**src/rtl/wgt_load_ctrl.sv**
```systemverilog
// wgt_load_ctrl: fills the 3-tap weight shift buffer from the weight SRAM one
// kernel row at a time. Each job walks num_filt filters x KH rows x KW taps
// starting at base_addr, and every completed row is offered to the PE array
// with a valid/ready handshake before the next row is fetched.
//
// Ports:
//   clk, rst_n           clock, asynchronous active-low reset (aborts a job)
//   start                begin a job (sampled only in IDLE)
//   base_addr, num_filt  job parameters, sampled with start (num_filt may be 0)
//   busy                 high in FETCH / DRAIN / PRESENT
//   done                 one-cycle pulse at job end
//   mem_rd_en, mem_addr  weight SRAM read strobe / address
//   mem_rd_data          SRAM data, valid one cycle after mem_rd_en
//   wgt_input, wgt_read  tap and shift enable towards the weight buffer
//   row_valid, row_ready row handshake with the PE array
//   row_idx, filt_idx    kernel row / filter of the presented row
module wgt_load_ctrl #(
  parameter int ADDR_W = 10,
  parameter int KW     = 3,
  parameter int KH     = 3,
  parameter int NF_W   = 6
) (
  input  logic                     clk,
  input  logic                     rst_n,
  input  logic                     start,
  input  logic [ADDR_W-1:0]        base_addr,
  input  logic [NF_W-1:0]          num_filt,
  output logic                     busy,
  output logic                     done,
  output logic                     mem_rd_en,
  output logic [ADDR_W-1:0]        mem_addr,
  input  logic signed [7:0]        mem_rd_data,
  output logic signed [7:0]        wgt_input,
  output logic                     wgt_read,
  output logic                     row_valid,
  input  logic                     row_ready,
  output logic [1:0]               row_idx,
  output logic [NF_W-1:0]          filt_idx
);

  localparam int TAP_W = (KW > 1) ? $clog2(KW) : 1;

  typedef enum logic [2:0] {
    S_IDLE,
    S_FETCH,
    S_DRAIN,
    S_PRESENT,
    S_DONE
  } state_t;

  state_t              state, state_nxt;
  logic [ADDR_W-1:0]   addr_q;
  logic [NF_W-1:0]     nf_q;
  logic [NF_W-1:0]     filt_q;
  logic [1:0]          row_q;
  logic [TAP_W-1:0]    tap_q;
  logic                rd_en_q;

  logic last_tap;
  logic last_row;
  logic last_filt;

  assign last_tap  = (tap_q == TAP_W'(KW - 1));
  assign last_row  = (row_q == 2'(KH - 1));
  assign last_filt = (filt_q == (nf_q - NF_W'(1)));

  // State register
  always_ff @(posedge clk or negedge rst_n) begin
    if (!rst_n) state <= S_IDLE;
    else        state <= state_nxt;
  end

  // Next-state logic
  always_comb begin
    state_nxt = state;
    case (state)
      S_IDLE: begin
        if (start) state_nxt = (num_filt == '0) ? S_DONE : S_FETCH;
      end
      S_FETCH: begin
        if (last_tap) state_nxt = S_DRAIN;
      end
      S_DRAIN:   state_nxt = S_PRESENT;
      S_PRESENT: begin
        if (row_ready) state_nxt = (last_row && last_filt) ? S_DONE : S_FETCH;
      end
      S_DONE:    state_nxt = S_IDLE;
      default:   state_nxt = S_IDLE;
    endcase
  end

  // Output decode
  always_comb begin
    busy      = 1'b0;
    done      = 1'b0;
    mem_rd_en = 1'b0;
    row_valid = 1'b0;
    case (state)
      S_FETCH: begin
        busy      = 1'b1;
        mem_rd_en = 1'b1;
      end
      S_DRAIN:   busy = 1'b1;
      S_PRESENT: begin
        busy      = 1'b1;
        row_valid = 1'b1;
      end
      S_DONE:    done = 1'b1;
      default: ;
    endcase
  end

  // Job counters. The address runs continuously across rows and filters and
  // wraps naturally at 2^ADDR_W.
  always_ff @(posedge clk or negedge rst_n) begin
    if (!rst_n) begin
      addr_q  <= '0;
      nf_q    <= '0;
      filt_q  <= '0;
      row_q   <= '0;
      tap_q   <= '0;
      rd_en_q <= 1'b0;
    end else begin
      // SRAM data arrives one cycle after the strobe, so the buffer shift
      // follows the read strobe by one register stage.
      rd_en_q <= (state == S_FETCH);
      case (state)
        S_IDLE: begin
          if (start) begin
            addr_q <= base_addr;
            nf_q   <= num_filt;
            filt_q <= '0;
            row_q  <= '0;
            tap_q  <= '0;
          end
        end
        S_FETCH: begin
          addr_q <= addr_q + ADDR_W'(1);
          tap_q  <= last_tap ? '0 : tap_q + TAP_W'(1);
        end
        S_PRESENT: begin
          if (row_ready && !(last_row && last_filt)) begin
            if (last_row) begin
              row_q  <= '0;
              filt_q <= filt_q + NF_W'(1);
            end else begin
              row_q  <= row_q + 2'd1;
            end
          end
        end
        default: ;
      endcase
    end
  end

  assign mem_addr  = addr_q;
  assign wgt_read  = rd_en_q;
  assign wgt_input = mem_rd_data;
  assign row_idx   = row_q;
  assign filt_idx  = filt_q;

endmodule

```
**config.mk**
```make
export PLATFORM = sky130hd
export DESIGN_NAME = wgt_load_ctrl
export DESIGN_NICKNAME = d
export VERILOG_FILES = /design/src/rtl/wgt_load_ctrl.sv
export SDC_FILE = /design/constraint.sdc
export NUM_CORES = 1
export LEC_CHECK = 0
export CAP_MARGIN = 20
export CORE_UTILIZATION = 45
export DETAILED_ROUTE_END_ITERATION = 8
export HOLD_SLACK_MARGIN = 0.05
export PLACE_DENSITY = 0.8
export SLEW_MARGIN = 20
export SYNTH_ARGS = -nofsm -noshare
export SYNTH_HDL_FRONTEND = slang
export SYNTH_SLANG_ARGS = --single-unit
export TNS_END_PERCENT = 10
```
**constraint.sdc**
```tcl
create_clock -name clk -period 3 [get_ports clk]
set_clock_uncertainty 0.1 [all_clocks]
set_input_delay 0.6 -clock clk [delete_from_list [all_inputs] [get_ports clk]]
set_output_delay 0.6 -clock clk [all_outputs]
set_load 0.1 [all_outputs]
```
-- After elaboration in Yosys (flattened, before gate mapping)
Cells that the tools add are included.
- $add $sub $neg: 5
- equal/unequal tests: 12
- muxes and demuxes: 22
- reduce and logical (&&, ||, !) cells: 13
- operator list (kind ; count):
    10-bit one-hot mux with 2 select lines ; 1
    6-bit 2-to-1 mux ; 3
    3-bit 2-to-1 mux ; 5
    3-bit one-hot mux with 4 select lines ; 1
    6-bit one-hot mux with 2 select lines ; 1
    10-bit by 1-bit adder with 10-bit output, second input constant ; 1
    10-bit 2-to-1 mux ; 1
    2-bit != test, second input constant ; 5
    2-bit 2-to-1 mux ; 4
    2-bit one-hot mux with 2 select lines ; 2
    6-bit by 1-bit adder with 6-bit output, second input constant ; 1
    3-bit by 2-bit equality test with 1-bit output, second input constant ; 2
    6-bit equality test ; 1
    6-bit zero test ; 1
    3-bit AND reduction ; 2
    6-bit by 1-bit subtractor with 6-bit output, second input constant ; 1
    2-bit by 1-bit adder with 2-bit output, second input constant ; 2
    2-bit equality test, second input constant ; 2
    1-bit 2-to-1 mux ; 4
    2-bit AND reduction ; 2
    4-bit AND reduction ; 1
    2-bit nonzero test ; 2
    3-bit by 1-bit equality test with 1-bit output, second input constant ; 1
    3-bit equality test, second input constant ; 1
    4 further kinds ; 5
- register bits: 30
- input port bits: 28
- output and inout bits: 31

-- Logic depth before layout (Yosys ltp)
- depth in word-level cells: 7
- depth in mapped cells: 9
- gate-level depth less buffers: 8

-- Worst setup path after synthesis
Ideal clock, no wire load.
- kind: reg-to-output
- from: register state[0]
- to: output mem_rd_en
- arrival time: 2.143 ns
- required time: 2.300 ns
- path slack: 0.157 ns
- cell stages (with the launch flop): 5
- path buffers: 2
- cell sequence: dfrtp_1 > clkbuf_1 > or3b_2 > inv_1 > clkbuf_1
- word-level cells in the longest chain between the ends: 2
- RTL lines (what ; RTL line ; text):
    start: declaration ; 51 ; state_t state, state_nxt;
    start signal: assignment ; 70 ; else state <= state_nxt;
    3-bit by 1-bit equality test with 1-bit output ; 98 ; case (state)
    1-bit 2-to-1 mux ; 98 ;
    end: declaration ; 30 ; output logic mem_rd_en,
Every way passes these cells.

-- Worst setup path after layout
Same ends and word-level chain as after synthesis.

==> flow_metrics.tcl <==
set metrics [dict create \
    status "finished clean" \
    die_h_um 64.1 \
    path_buf_inv 2 \
    cts_root_buffer "clkbuf_8" \
    rsz0062_at_grt "false" \
    grt_max_degree 31 \
    max_slew_margin 0.546 \
    yosys.area.top_type "dfrtp_1" \
    avgSynthCellArea_um2 8.73 \
    start_kind "flop" \
    tritoncts "yes" \
    antenna_found_initial 0 \
    tightest_slew_ps 678 \
    criticalPathCategory "reg2out" \
    ys_ff_latch 30 \
    groute.usage.overall 0.215 \
    worstPathArrival_ps 2020 \
    insertedDiodeCount 0 \
    finalHoldViolations 0 \
    cpMaxStageDelayCell "or3b_2" \
    synth_common_cells "30 x dfrtp_1, 26 x nand2_1, 25 x nor2_1" \
    drcViolationCount 0 \
    synth_most_common_cell "dfrtp_1" \
    overflow 0 \
    setup_tns_ps 0 \
    crit_path_max_incr_delay_ps 620 \
    critPathCaptureType "primary output" \
    port_buffers 42 \
    ys_warn_count 0 \
    clockBufferDepth 2 \
    yosysSeqAreaShare 0.432 \
    holdCritPathClass "reg2reg" \
    routed_via_density 5.42 \
    cts_buffers 5 \
    io_pins 59 \
    finalCritPeriodShare 0.908 \
    async_flop_share 1.00 \
    netlist_instances 199 \
    setup_violations 0 \
    path_cells "or3b_2, inv_1, buf_12" \
    synth_nets 230 \
    required_ps 2300 \
    wl_per_cell_um 13.5 \
    synth_cell_types 44 \
    ctsHoldBuffers 0 \
    core_um2 3690 \
    fin_nets 265 \
    clock_latency_ps 290 \
    yosys-top-cells-area "dfrtp_1 43%, nand2_1 5.6%, nor2_1 5.4%, buf_4 3.9%, a21oi_1 2.9%" \
    synth_edf_count 0 \
    synthesis.area_um2 1740 \
    die-width_um 64.1 \
    synth_ff_type "dfrtp_1" \
    start_util 0.471 \
    row_count 22 \
    min_period_ps 2720 \
    yosysTopAreaCellShare 0.432 \
    initialDrtViolationCount 83 \
    post-dp-hpwl_mm 2.73 \
    die_area_um2 4110 \
    slew_viol_final 0 \
    ctsResizeCount 0 \
    place.gp.congestion 0.769 \
    post-cts-setup-buffer-count 0 \
    grt_pass1_vias 1430 \
    vias 1534 \
    syn_to_final_growth_pct 26.0 \
    layout-drive-gt1-share 0.196 \
    path_clk_slew_ps 70 \
    fmax_mhz 367 \
    cp_max_fo 13 \
    wl_mm 3.83 \
    critPathTopFamily "buffers and inverters" \
    firstDrtPassIters 4 \
    htree_num_levels 2 \
    grt_first_pass_wirelength_mm 6.62 \
    postRouteAntennaNets 0 \
    cts_sinks 30 \
    maxCapViolations 0 \
]
[layer usage]
layer	share of wire	routed length, um	track usage
met4	0.019	72	0.106
met3	0.041	155	0.0464
met1	0.51	1930	0.307
met2	0.44	1660	0.306
met5	0	0	0
[registers in the layout, indices dropped and copies added (netlist names)]
name      flops
mem_addr     10
nf_q          6
wgt_read      1
filt_idx      6
state         3
tap_q         2
row_idx       2
[worst register-to-register path, cell delays in order (launching register included)]
cell,delay [ps]
dfrtp_1,470
or3b_2,620
inv_1,410
nor2_1,290
a211o_1,320
a21oi_1,130
[layout make-up]
class,count,area [um^2]
Multi-Input combinational cell,145,862
Sequential cell,30,751
Clock buffer,7,86.3
Clock inverter,1,5.00
Timing Repair Buffer,45,398
Fill cell,348,1500
Inverter,7,26.3
Tap cell,48,60.1
[final timing paths]
check / start / endpoint / slack (ps) / depth (start not counted)
setup / recovery: state[0] / mem_rd_en / 280 / 3
hold / removal: nf_q[5] / nf_q[5] / 420 / 2
setup reg to reg: state[0] / mem_addr[6] / 590 / 5
hold reg to reg: nf_q[5] / nf_q[5] / 420 / 2
max in group asynchronous: rst_n / nf_q[2] / 1920 / 2
min in group asynchronous: rst_n / wgt_read / 590 / 2
[cells in the final DEF, fill, tap and decap left out, types with 2 or more instances in the layout]
master and count:
a21oi_1 10, ha_1 3, o22ai_1 4, nand2_1 26, nor2_1 25, nor3_1 3, xor2_1 3, a21o_1 4
inv_1 7, nand4_1 4, clkdlybuf4s50_1 19, and3_1 2, o221a_2 3, nor2b_1 2, clkbuf_8 6, or3_1 2
o21ai_0 8, a22o_2 3, buf_4 25, nand3_1 10, nand2b_1 3, o31ai_1 2, o41ai_1 4, nand3b_1 2
xnor2_1 3, dfrtp_1 30
[metrics by stage]
step	hold WS (ps)	utilization	instances	setup WS, ps	area (um^2)
2_1_floorplan	204	-	199	157	1740
3_3_place_gp	389	0.569	275	608	2100
3_5_place_dp	408	0.569	275	591	2100
4_1_cts	422	0.593	283	278	2190
5_1_grt	439	0.593	283	174	2190
6_report	416	0.593	283	276	2190
[logic make-up (layout without fill, tap and decap cells)]
| family | Yosys count | after routing | share of synthesized area |
|---|---|---|---|
| and+or+nand+nor | 88 | 88 | 0.241 |
| AOI/OAI and AO/OA | 47 | 47 | 0.197 |
| DFF | 30 | 30 | 0.432 |
| buffers and inverters | 24 | 60 | 0.0713 |
| xor gates and xnor gates | 6 | 6 | 0.0303 |
| adders and majority gates | 3 | 3 | 0.0216 |
| muxes | 1 | 1 | 0.00648 |
Power is not shown: default switching activity piles up to over one toggle a cycle in this logic, so the estimate is an artifact.
